===== config.mk =====
export PLATFORM = sky130hd
export DESIGN_NAME = mat_job_sched
export DESIGN_NICKNAME = d
export VERILOG_FILES = /design/src/rtl/mat_job_sched.sv
export SDC_FILE = /design/constraint.sdc
export NUM_CORES = 1
export LEC_CHECK = 0
export CAP_MARGIN = 20
export CORE_ASPECT_RATIO = 1.4
export CORE_MARGIN = 5
export CORE_UTILIZATION = 45
export DETAILED_ROUTE_END_ITERATION = 10
export PLACE_DENSITY = 0.83
export SKIP_LAST_GASP = 1
export SYNTH_ARGS = -nofsm -noshare
export SYNTH_HDL_FRONTEND = slang
export SYNTH_SLANG_ARGS = --single-unit

===== constraint.sdc =====
create_clock -name clk -period 4.6 [get_ports clk]
set_input_delay 1.15 -clock clk [delete_from_list [all_inputs] [get_ports clk]]
set_output_delay 1.15 -clock clk [all_outputs]
set_load 0.05 [all_outputs]

===== src/rtl/mat_job_sched.sv =====
// mat_job_sched: shares one matrix-multiply engine between two requesters.
// Arbitration is round-robin. The winner's tag is latched, and the engine gets
// a one-cycle start pulse. The tagged completion is returned to the owner.
// Optional build macro MAT_SCHED_TIMEOUT_EN adds a RUN-state watchdog.
// The watchdog aborts the job after TIMEOUT cycles.
module mat_job_sched #(
    parameter int TAG_W   = 4,
    parameter int TIMEOUT = 255
) (
    input  logic             clk,
    input  logic             rst,
    input  logic [1:0]       req,
    input  logic [TAG_W-1:0] tag0,
    input  logic [TAG_W-1:0] tag1,
    input  logic             eng_ready,
    input  logic             eng_done,
    output logic [1:0]       gnt,
    output logic             eng_start,
    output logic [1:0]       done,
    output logic [TAG_W-1:0] done_tag,
    output logic             abort,
    output logic             owner,
    output logic             busy,
    output logic [7:0]       job_cnt
);

    typedef enum logic [1:0] {IDLE, GRANT, RUN, RELEASE} state_t;

    state_t           state_q, state_d;
    logic             prio_q;
    logic             owner_q;
    logic [TAG_W-1:0] tag_q;
    logic             abort_q;
    logic [7:0]       job_cnt_q;
    logic             win;
    logic             take;
    logic             finish;
    logic             timeout_hit;

    // The watchdog limit must fit the 8-bit RUN counter.
    if (TIMEOUT < 1 || TIMEOUT > 255) begin : g_bad_timeout
        $error("mat_job_sched: TIMEOUT out of range 1..255");
    end

    // Select the winner: a sole requester wins, and a tie goes to prio.
    always_comb begin
        win  = (req == 2'b11) ? prio_q : req[1];
        take = (state_q == IDLE) && (req != 2'b00) && eng_ready;
    end

`ifdef MAT_SCHED_TIMEOUT_EN
    logic [7:0] wd_cnt_q;

    // RUN-cycle counter: cleared during GRANT so it starts at 0 on entering RUN.
    always_ff @(posedge clk or negedge rst) begin
        if (!rst)                  wd_cnt_q <= 8'd0;
        else if (state_q == GRANT) wd_cnt_q <= 8'd0;
        else if (state_q == RUN)   wd_cnt_q <= wd_cnt_q + 8'd1;
    end

    assign timeout_hit = (state_q == RUN) && (wd_cnt_q == 8'(TIMEOUT - 1));
`else
    assign timeout_hit = 1'b0;
`endif

    assign finish = (state_q == RUN) && (eng_done || timeout_hit);

    // Next-state logic: eng_done is only observed in RUN.
    always_comb begin
        // NOTE: every always_comb output gets a default first, so no path can infer a latch.
        state_d = state_q;
        unique case (state_q)
            IDLE:    if (take) state_d = GRANT;
            GRANT:   state_d = RUN;
            RUN:     if (finish) state_d = RELEASE;
            RELEASE: state_d = IDLE;
            default: state_d = IDLE;
        endcase
    end

    // Registered state, job context, and completion counter.
    always_ff @(posedge clk or negedge rst) begin
        if (!rst) begin
            state_q   <= IDLE;
            prio_q    <= 1'b0;
            owner_q   <= 1'b0;
            tag_q     <= '0;
            abort_q   <= 1'b0;
            job_cnt_q <= 8'd0;
        end else begin
            // NOTE: sequential state uses non-blocking assignments, so every register sees pre-edge values.
            state_q <= state_d;
            if (take) begin
                owner_q <= win;
                tag_q   <= win ? tag1 : tag0;
                prio_q  <= ~win;
            end
            if (finish) begin
                // A coincident eng_done makes an expiring job a normal completion.
                abort_q   <= timeout_hit & ~eng_done;
                job_cnt_q <= job_cnt_q + 8'd1;
            end
        end
    end

    // Outputs are decoded only from registered state.
    always_comb begin
        gnt       = 2'b00;
        done      = 2'b00;
        done_tag  = '0;
        abort     = 1'b0;
        eng_start = (state_q == GRANT);
        if (state_q == GRANT) gnt = owner_q ? 2'b10 : 2'b01;
        if (state_q == RELEASE) begin
            done     = owner_q ? 2'b10 : 2'b01;
            done_tag = tag_q;
            abort    = abort_q;
        end
        owner   = owner_q;
        busy    = (state_q != IDLE);
        job_cnt = job_cnt_q;
    end

endmodule

; ---- After elaboration in Yosys (flattened, before gate mapping)
; Index checks and enable logic that the tools add are counted.
[totals]
in_bits = 14
ff_bits = 16
[classes]
add_sub_neg = 1
n_reduce_logical = 7
muxes = 9
n_bitwise = 1
eq_ne = 6
[ops]
columns = operator, count
row1 = $mux 2, 5
row2 = $add 8x1->8 const B, 1
row3 = $mux 4, 2
row4 = $pmux 2 s4, 1
row5 = $eq 2x2->1 const B, 3
row6 = $ne 2x2->1 const B, 2
row7 = $reduce_bool 2->1, 2
row8 = $logic_and 1x1->1, 3
row9 = $eq 2x1->1 const B, 1
row10 = $logic_not 2->1, 1
row11 = $reduce_and 2->1, 1
row12 = $mux 1, 1
row13 = $not 1->1, 1

; ---- Longest topological paths before layout
[depth]
word_depth = 5
mapped_depth = 6

; ---- Worst setup path after synthesis
; No wires, ideal clock.
[synth_path]
kind = reg-to-output
startpoint = reg state_q[1]
endpoint = out gnt[0]
n_path_buf = 0
path_slack_ns = 1.725
stages_incl_launch_ff = 4
t_arrival_ns = 1.725
required_time_ns = 3.450
path_cell_list = dfrtp_1 > inv_1 > ha_1 > nor2b_1
[synth_via]
elab_chain_cells = 2
[synth_rtl]
columns = item, line
row1 = start: declaration, 29  ; state_t state_q, state_d;
row2 = start signal: assignment, 92  ; state_q <= state_d;
row3 = $eq 2x1->1, --
row4 = named net eng_start, 18  ; output logic eng_start,
row5 = $mux 2, 113  ; if (state_q == GRANT) gnt = owner_q ? 2'b10 : 2'b01;
row6 = end: declaration, 17  ; output logic [1:0] gnt,
; The timed path passes the listed nets, and every way through them passes these cells.

; ---- Worst setup path in the final report
[layout_path]
startpoint = reg state_q[0]
endpoint = out busy
[layout_via]
elab_chain_cells = 1
[layout_rtl]
columns = item, line
row1 = $reduce_bool 2->1, 120  ; busy = (state_q != IDLE);
row2 = end: declaration, 23  ; output logic busy,
; Every way passes these cells.

==> results.yml <==
sta:
  finalHoldViolCount: 0
  setup_viol: 0
  fin_ws_ps: 1493
  grt_setup_unrepaired: "false"
  fmax_ghz: 0.3219
  slew_headroom_pct: 53.99
  min_period_ps: 3107
  finalClockSkew_ps: 2.752
  finalMaxSlewViolations: 0
  hold_slack_ps: 468.8
  max_slew.worst_pin.slew_ps: 688.0
  post-route-period-util_pct: 67.53
  fin_tns_setup_ps: 0
floorplanning:
  die_x_um: 46.78
  core-area_sq_um: 1779
  start_util_pct: 47.89
  dieArea_sq_um: 2876
  die_height_um: 61.49
  rows: 18
  ios: 34
layout:
  final_util_pct: 68.28
  mostFrequentLayoutCell: "clkdlybuf4s50_1"
  fillers: 147
  synthToLayoutAreaGrowth_pct: 42.59
  drive_gt1_share_pct: 6.957
  layout.nets: 135
  n_antenna_cell: 0
  fin_area_sq_um: 1215
  fin_cells: 135
  layout_common_cells: "clkdlybuf4s50_1, dfrtp_1, and2_1, nor2_1"
place:
  gp_congestion: 0.7727
  place_area_sq_um: 1179
  dp_hpwl_mm: 1.483
  portBuffers: 32
  dp_slack_ps: 1819
  placed_cells: 131
synth:
  synth_top_area_cell: "dfrtp_1"
  syn_avg_cell_area_sq_um: 10.39
  syn-num-nets: 101
  syn_inst: 82
  synth_seq_cells: 16
  synthTopCellsByArea: "dfrtp_1, ha_1, and2_1"
  ys_seq_area_share_pct: 46.99
  netlist_area_sq_um: 852.1
  synth_top_area_share_pct: 46.99
  yosys_warnings: 0
  synth.distinct_cells: 25
drt:
  drt-total-wl_mm: 1.912
  wl_per_cell_um: 14.16
  drtAntennaViolNets: 0
  vias: 702
  drc: 0
  viasPerCell: 5.200
  drt_iter0_drc: 10
  first_pass_iters: 4
cts:
  root_buffer: "clkbuf_4"
  clk_pin_slew_worst_paths_ps: 90
  cts_setup_buffers: 0
  htreeDepth: 1
  cts_tree: "done"
  cts-resized-gates: 0
  cts.sinks: 16
  numCtsBuffers: 3
  cts_hold_buf: 0
  clock_latency_ps: 280
  cts_buffer_depth: 2
critical_path:
  max_stage_delay_ps: 820
  reg2reg_to: "state_q[1]"
  ff2ff_path_depth: 5
  worstPathRequired_ps: 3450
  path_max_fanout: 4
  critPathSlowestCell: "clkdlybuf4s50_1"
  critPathLaunchType: "flip-flop"
  worstPathArrival_ps: 1960
  crit_start: "state_q[0]"
  critPathBufInv: 3
  rrSetupSlack_ps: 2840
  critPathMostFrequentCell: "inv_1"
  cp_top_family: "buffers and inverters"
  path_cells: "inv_1, ha_1, inv_1, clkdlybuf4s50_1"
  criticalPathCategory: "reg2out"
  r2r-start: "state_q[0]"
  worst_setup_path_end_kind: "output pin"
power_and_ir_drop:
  power.density_nw_per_um2: 732.4
  p_comb_share_pct: 61.2
  power_uw: 889.8
  p_leak_nw: 0.5356
  p_sw_uw: 434.0
  swShare_pct: 48.77
  seqPwrFrac_pct: 28.7
  intPower_uw: 455.8
  clkPwrFrac_pct: 10.1
  vdd.ir_drop.worst_mv: 0.4425
flow_run:
  maxCapViolations: 0
worst_hold_path:
  whs_path_depth: 1
  hold_end: "job_cnt[7]"
  hp-start: "job_cnt[7]"
  hold_path.class: "reg2reg"
global_route:
  grt_max_degree: 17
  grt_use_total_pct: 14.03
  antenna_found_initial: 0
  grt_first_pass_wirelength_mm: 2.835
  grt_pass1_vias: 676
  overflow: 0
status:
  status: "finished clean"
-- routing by layer --
layer | global-route usage (%) | part of all wire [%]
met1 | 14.73 | 41
met3 | 3.801 | 11
met4 | 9.091 | 2.1
met5 | 0 | 0
met2 | 23.88 | 46
-- how the worst max path moves through the flow --
stage	slack, ps	cells after the start	endpoint
after CTS	1470	4	busy
after detailed placement	1820	4	busy
after floorplan	1730	3	gnt[0]
final	1490	4	busy
after global placement	1860	4	busy
after global routing	1390	4	busy
-- registers in the layout (all words and copies together) (netlist names) --
register  cells
job_cnt       8
owner         1
prio_q        1
state_q       2
tag_q         4
-- cells in the mapped netlist --
master,n
inv_1,5
and3_1,1
xnor2_1,4
nor2_1,7
clkbuf_1,1
o211a_1,1
nand4_1,3
nand2_1,3
a31oi_1,4
dfrtp_1,16
nor3_1,1
o22a_1,1
ha_1,5
buf_4,2
mux2_2,2
nor2b_1,3
a21oi_1,1
o21ai_0,4
and2_1,7
nand3b_1,4
conb_1,1
mux2_4,1
xor2_1,3
nand3_1,1
a2bb2oi_2,1
-- kinds of logic after synthesis --
logic type | count (synthesis) | synth area share [%]
simple gates | 30 | 19.38
fa+ha+maj | 5 | 7.342
buf+inv | 8 | 4.405
xor+xnor | 7 | 7.195
mux | 3 | 4.405
compound gates | 12 | 9.837
other cells | 1 | 0.4401
flops | 16 | 46.99
-- final cells by class --
type | instances | area (sq um) | area share, %
Clock buffer | 4 | 36.28 | 2.987
Inverter | 5 | 18.77 | 1.545
Multi-Input combinational cell | 58 | 414.1 | 34.09
Sequential cell | 16 | 400.4 | 32.96
Tap cell | 20 | 25.02 | 2.060
Timing Repair Buffer | 32 | 320.3 | 26.36
-- power groups by stage --
| stage | combinational (mW) | clock (mW) | sequential [mW] |
|---|---|---|---|
| after floorplan | 0.294 | 0 | 0.336 |
| after global placement | 0.533 | 0 | 0.256 |
| after detailed placement | 0.545 | 0 | 0.258 |
| after CTS | 0.549 | 0.0936 | 0.256 |
| after global routing | 0.577 | 0.0987 | 0.265 |
| final | 0.544 | 0.0899 | 0.256 |
Power figures use the tool's default switching activity.
